--- src/rtl/magic_pkg.sv ---
// Shared types and helpers for the streaming magic-square checker.
// Width helpers keep every instance consistent for any legal N.
package magic_pkg;

  typedef enum logic [1:0] {
    LOAD,
    EVAL,
    RESULT
  } state_t;

  function automatic int magic_target(input int n);
    return n * (n * n + 1) / 2;
  endfunction

  function automatic int num_width(input int n);
    return $clog2(n * n + 1);
  endfunction

  function automatic int sum_width(input int n);
    return $clog2(n * n * n * n + 1);
  endfunction

endpackage

--- src/rtl/magic_sum_bank.sv ---
// Row, column and diagonal accumulators for one N x N grid.
// Flags when every line sum equals the magic target.
module magic_sum_bank
  import magic_pkg::*;
#(
  parameter int N     = 3,
  parameter int NUM_W = num_width(N),
  parameter int SUM_W = sum_width(N),
  parameter int IW    = $clog2(N)
) (
  input  logic             clock,
  input  logic             clear,
  input  logic             add,
  input  logic [IW-1:0]    row,
  input  logic [IW-1:0]    col,
  input  logic [NUM_W-1:0] num,
  output logic             all_equal_target
);

  localparam logic [SUM_W-1:0] TARGET =
    SUM_W'(magic_target(N));

  logic [SUM_W-1:0] row_sum [N];
  logic [SUM_W-1:0] col_sum [N];
  logic [SUM_W-1:0] diag;
  logic [SUM_W-1:0] anti;
  logic [SUM_W-1:0] addend;
  logic             on_diag;
  logic             on_anti;

  assign addend  = SUM_W'(num);
  assign on_diag = (row == col);
  assign on_anti = (int'(row) + int'(col)) == (N - 1);

  // accumulate each accepted entry into its row, column and diagonals
  always_ff @(posedge clock) begin
    if (clear) begin
      for (int i = 0; i < N; i++) begin
        row_sum[i] <= '0;
        col_sum[i] <= '0;
      end
      diag <= '0;
      anti <= '0;
    end else if (add) begin
      row_sum[row] <= row_sum[row] + addend;
      col_sum[col] <= col_sum[col] + addend;
      if (on_diag) diag <= diag + addend;
      if (on_anti) anti <= anti + addend;
    end
  end

  // every line must hit the target for the grid to qualify
  always_comb begin
    all_equal_target = (diag == TARGET) && (anti == TARGET);
    for (int i = 0; i < N; i++) begin
      if (row_sum[i] != TARGET || col_sum[i] != TARGET)
        all_equal_target = 1'b0;
    end
  end

endmodule

--- config.mk ---
export PLATFORM = sky130hd
export DESIGN_NAME = magic_sum_bank
export DESIGN_NICKNAME = d
export VERILOG_FILES = /design/src/rtl/magic_pkg.sv /design/src/rtl/magic_sum_bank.sv
export SDC_FILE = /design/constraint.sdc
export NUM_CORES = 1
export LEC_CHECK = 0
export ABC_AREA = 1
export CAP_MARGIN = 20
export CORE_UTILIZATION = 30
export CTS_CLUSTER_DIAMETER = 50
export DETAILED_ROUTE_END_ITERATION = 16
export GPL_ROUTABILITY_DRIVEN = 0
export PLACE_DENSITY = 0.45
export SETUP_SLACK_MARGIN = 0.02
export SYNTH_ARGS = -nofsm -noshare
export SYNTH_HDL_FRONTEND = slang
export SYNTH_SLANG_ARGS = --single-unit
--- constraint.sdc ---
create_clock -name clock -period 3.85 [get_ports clock]
set_clock_uncertainty 0.05 [all_clocks]
set_input_delay 0.385 -clock clock [delete_from_list [all_inputs] [get_ports clock]]
set_output_delay 0.385 -clock clock [all_outputs]
set_load 0.05 [all_outputs]
==> qor.yml, run 1 <==
async_flop_share_pct: 0
fin_nets: 526
timing.fmax_mhz: 342
crit_path_max_incr_delay_ns: 0.65
crit_top_cell: "nor2_1"
grt_setup_unrepaired: "no"
p_leak_nw: 1.99
grt_usage_pct: 16.0
crit_family: "simple AND/OR/NAND/NOR gates"
cts_buffers: 9
startpoint_type: "primary input"
cp_slowest_cell: "clkdlybuf4s50_1"
ctsRootBufferMaster: "clkbuf_16"
ctsResizeCount: 0
grt_pass1_wl_mm: 15.8
cp.arrival_ns: 2.95
synthDistinctLibCells: 29
clkPwrFrac_pct: 40.7
worstPathCellList: "clkdlybuf4s50_1, nor2_1, a22oi_1, nand3_1, ha_1, inv_1, fa_1, o21ai_4, nand4_1, nand2_1, nor2_1"
wire_per_inst_um: 14.5
diodes: 0
wirelength_mm: 9.71
tightest_slew_ns: 0.720
slew_violations: 0
drive_gt1_share_pct: 7.46
cts_tree: "done"
synth_seq_cells: 70
cts.clk_slew.worst_paths_ns: 0.06
hold_slack_ns: 0.482
dieArea_um2: 13700
port_buffers: 11
fin_crit_sh_pct: 76.0
drt_iter0_drc: 154
grt-ovfl-total: 0
vias_per_cell: 4.56
swShare_pct: 26.3
switching_power_w: 0.000516
fin_tns_setup_ns: 0
grt_max_degree: 19
yosysTopAreaCellShare_pct: 42.3
die_x_um: 117
synth_fp_nets: 504
ys_seq_area_share_pct: 49.3
ys_top_cells_by_area: "edfxtp_1, nand2_1, nor2_1"
ant_nets: 0
path_max_fanout: 11
final.fill_count: 1341
drv_cap: 0
ir_worst_vdd_mv: 0.243
worst-path-buf-inv: 2
p_int_w: 0.00144
antenna_found_initial: 0
post_cts_buffers: 0
drc_errors: 0
crit_type: "in -> reg"
core_area_um2: 12800
area.growth.synth_to_final_pct: 15.0
final_common_cell: "nand2_1"
syn_inst: 470
syn_area_um2: 3980
insertion_delay_ns: 0.33
drt_pass1_iterations: 4
pwr-share-comb_pct: 14.2
synth_edf_count: 56
cts.sinks: 70
ctsHoldBuffers: 0
rrSetupSlack_ns: 1.69
route.vias.total: 3043
finalHoldViolCount: 0
die_y_um: 117
hold_class: "reg -> reg"
power_density_nw_per_um2: 429
htree_levels: 3
p_seq_share_pct: 45.1
yosysTopAreaCell: "edfxtp_1"
yosys_warnings: 0
most-common-layout-cells: "nand2_1, nor2_1, inv_1"
num_io_pins: 12
status: "finished, final reports clean"
rows: 41
fin_crit_ns: 2.93
worstPathRequired_ns: 3.87
synth_ff_type: "edfxtp_1"
crit_path_end_kind: "flip-flop"
start_util_pct: 31.1
clock_path_buffers: 2
slew_headroom_pct: 51.8
avgSynthCellArea_um2: 8.47
finalSetupViolCount: 0
hpwl_mm: 7.29
grt_pass1_vias: 3032
==> per-stage QoR <==
| stage | area [µm²] | std cells | total power, W | setup WS [ns] | util, % |
|---|---|---|---|---|---|
| 2_1_floorplan | 3980 | 470 | 0.00109 | 1.53 | - |
| 3_3_place_gp | 4300 | 653 | 0.00118 | 0.550 | 33.6 |
| 3_5_place_dp | 4300 | 653 | 0.00118 | 0.549 | 33.6 |
| 4_1_cts | 4570 | 668 | 0.00199 | 0.895 | 35.8 |
| 5_1_grt | 4570 | 668 | 0.00206 | 0.729 | 35.8 |
| 6_report | 4570 | 668 | 0.00196 | 0.923 | 35.8 |
==> logic make-up after synthesis <==
family	Yosys count	synth area share (%)
xor gates and xnor gates	9	2.17
adders and majority gates	23	8.18
AOI/OAI and AO/OA	30	4.37
buffers and inverters	68	7.26
DFF	70	49.3
and+or+nand+nor	270	28.7
==> Yosys cell counts, drive strengths merged (2+ instances only) <==
cell and n:
fa 5, dfxtp 14, a22oi 5, o21ai 12, a21oi 13, inv 62
nor2 93, nand3 34, xor2 3, xnor2 6, buf 5, nor3 5
nor4 2, nand4 10, edfxtp 56, nand2 126, ha 18
==> power by group through the flow <==
stage	clock [W]	combinational, W	sequential [W]
floorplan	0	0.000201	0.000890
global placement	0	0.000280	0.000900
detailed placement	0	0.000282	0.000899
CTS	0.000822	0.000284	0.000884
global route	0.000854	0.000319	0.000888
finish	0.000798	0.000279	0.000884
==> area by class of cell <==
type | count | area (µm²) | area share, %
Clock inverter | 6 | 53.8 | 1.18
Tap cell | 172 | 215 | 4.70
Timing Repair Buffer | 17 | 155 | 3.39
Inverter | 62 | 235 | 5.14
Clock buffer | 9 | 225 | 4.92
Multi-Input combinational cell | 332 | 1730 | 37.8
Sequential cell | 70 | 1960 | 42.9
==> registers in the layout (all words and copies together) (netlist names) <==
register	flops
row_sum	28
col_sum	28
anti	7
diag	7
==> routing by layer <==
| layer | part of all wire, % | GRT usage [%] |
|---|---|---|
| met1 | 49 | 20.8 |
| met2 | 47 | 25.8 |
| met3 | 3.1 | 3.45 |
| met4 | 1.3 | 6.92 |
| met5 | 0 | 0 |
==> worst reg2reg max path: stages (launching register included) <==
cell and delay [ns]:
edfxtp_1 0.41, a22oi_1 0.24, nand3_1 0.13, ha_1 0.35, a21oi_1 0.17, nand2_1 0.09
nand2_1 0.07, nand2_1 0.07, nand2_1 0.06, nand2_1 0.05, nand2_1 0.15, nor2_1 0.06
==> final timing paths <==
| check | from | to | cells after the start |
|---|---|---|---|
| hold / removal | diag[5] | diag[5] | 2 |
| setup / recovery | col[0] | col_sum[2][6] | 11 |
| setup reg to reg | row_sum[0][2] | row_sum[1][5] | 11 |
| hold reg to reg | diag[5] | diag[5] | 2 |
No activity file was read; power rests on OpenSTA's default activity.
==> inputs of run 2 (changes only) <==
PLACE_DENSITY = 0.46   (was 0.45)
clock period = 2.48 ns   (was 3.85 ns; I/O delays follow)
==> run 2 against run 1 <==
  * Flip-flop and latch count unchanged
  * Utilization increased by 3.0 points
  * Sequential share of layout area is 3.3 points lower
  * Worst hold slack worse by 0.0044 ns
  * Sequential power rose by 55%
  * Register-to-register slack lost 1.3 ns
  * Largest power group unchanged
  * Via count up 5.0%
  * Critical path type unchanged
  * Count of clock-buffer cells in the layout did not move
  * Clock power rose by 54%
  * Power is 59% higher
  * Combinational power is 86% higher
  * First-iteration DRC count grew 3.9%
==> qor.yml, run 2 (synthesis gave the netlist of run 1 again) <==
status: "finished, final reports clean"
r2r_end: "col_sum[2][5]"
core_area_um2: 12800
pre_cts_ws_ns: -0.336
fin_crit_ns: 2.31
grt_usage_pct: 15.9
hp-start: "diag[5]"
grt_setup_unrepaired: "no"
die_y_um: 117
final_util_pct: 38.8
slew_headroom_pct: 73.8
cts_buffers: 9
ctsHoldBuffers: 0
finalSetupViolCount: 0
finalHoldViolCount: 0
hold_class: "reg -> reg"
most-common-layout-cells: "nand2_1, nor2_1, inv_1"
r2r-start: "col_sum[1][1]"
ctsRootBufferMaster: "clkbuf_16"
drc_errors: 0
crit_type: "in -> reg"
startpoint_type: "primary input"
drv_cap: 0
wire_per_inst_um: 13.5
grt_max_degree: 13
p_total_w: 0.00312
cts.clk_slew.worst_paths_ns: 0.05
route.vias.total: 3194
worstPathRequired_ns: 2.52
antenna_found_initial: 0
finalWorstSetupSlack_ns: 0.165
grt_use_met1_pct: 19.0
fin_nets: 572
diodes: 0
die_x_um: 117
dieArea_um2: 13700
wirelength_mm: 9.61
start_util_pct: 31.1
path_max_fanout: 9
insertion_delay_ns: 0.34
cts_tree: "done"
timing.fmax_mhz: 432
cts.sinks: 70
holdPathStages: 2
grt_pass1_wl_mm: 15.7
ant_nets: 0
drt_pass1_iterations: 4
hold_end: "diag[5]"
crit_path_end_kind: "flip-flop"
final_common_cell: "nand2_1"
hpwl_mm: 7.61
p_leak_nw: 2.24
multi_input_area_um2: 1760
r2r_cells: 14
area.growth.synth_to_final_pct: 24.7
grt.busiest_layer: "met2"
num_io_pins: 12
power_density_nw_per_um2: 629
ir_worst_vdd_mv: 0.411
cp.arrival_ns: 2.36
reg_top3: "col_sum x28, row_sum x28"
grt-ovfl-total: 0
rrSetupSlack_ns: 0.40
rows: 41
slew_violations: 0
register_area_um2: 1960
grt_util_met3_pct: 3.40
fin_tns_setup_ns: 0
port_buffers: 11
drive_gt1_share_pct: 16.4
fin_crit_sh_pct: 93.3
clock_path_buffers: 2
htree_levels: 3
final.fill_count: 1312
drt_iter0_drc: 160
tightest_slew_ns: 0.392
grt_pass1_vias: 3156
vias_per_cell: 4.47
use_met2_pct: 27.6
[run 2: changes by cell type in the layout (fill, tap and decap cells not counted), moves of 2 or more]
cell             delta
buf_4              +45
clkdlybuf4s50_1     -3
dlymetal6s2s_1      +2
buf_6               +2
ha_1                -2
[run 2: worst max-delay path by stage]
stage	endpoint	slack, ns	depth (start not counted)	startpoint
after floorplan	row_sum[1][6]	0.29	14	row[0]
after global placement	row_sum[0][6]	-0.31	15	row[0]
after detailed placement	row_sum[1][6]	-0.34	13	row[0]
after CTS	row_sum[0][6]	0.03	15	row[0]
after global routing	row_sum[2][6]	0.03	15	row[1]
final	row_sum[0][6]	0.17	15	row[0]
[run 2: power breakdown]
| group | total (W) | switching [W] | internal [W] |
|---|---|---|---|
| combinational | 0.000520 | 0.000303 | 0.000217 |
| sequential | 0.00137 | 0.0000340 | 0.00134 |
| clock | 0.00123 | 0.000470 | 0.000759 |
| total | 0.00312 | 0.000807 | 0.00231 |
[run 2: through the flow]
step           hold slack (ns)  instance area [µm²]  instances
3_3_place_gp             0.474                 4640        699
4_1_cts                  0.482                 4920        714
3_5_place_dp             0.475                 4640        699
5_1_grt                  0.540                 4960        714
6_report                 0.478                 4960        714
2_1_floorplan            0.358                 3980        470
[run 2: per-layer routing]
metal	part of all wire (%)	vias to the layer above
li1	-	1664
met1	45	1477
met2	50	40
met3	3.2	13
met4	1.9	0
met5	0	-
[run 2: critical path: stages]
cell             delay, ns
clkdlybuf4s50_1       0.47
buf_6                 0.15
nand2_2               0.09
inv_4                 0.08
a22oi_1               0.07
nand3_1               0.09
ha_2                  0.18
inv_1                 0.05
fa_2                  0.36
inv_1                 0.08
a21oi_1               0.09
nor2_2                0.13
nand3_1               0.10
nand2_2               0.12
nor2_1                0.05
[run 2: final cells by class]
type	count	area share [%]
Sequential cell	70	39.5
Multi-Input combinational cell	332	35.4
Timing Repair Buffer	63	10.3
Inverter	62	4.79
Clock buffer	9	4.54
Tap cell	172	4.34
Clock inverter	6	1.08
[run 2: what timing repair did]
item                       in CTS  in global routing
setup endpoints to repair       1                 28
gates resized for setup         1                 11
setup buffers                   0                  0
cloned                          0                  0
pin swaps                       0                  2
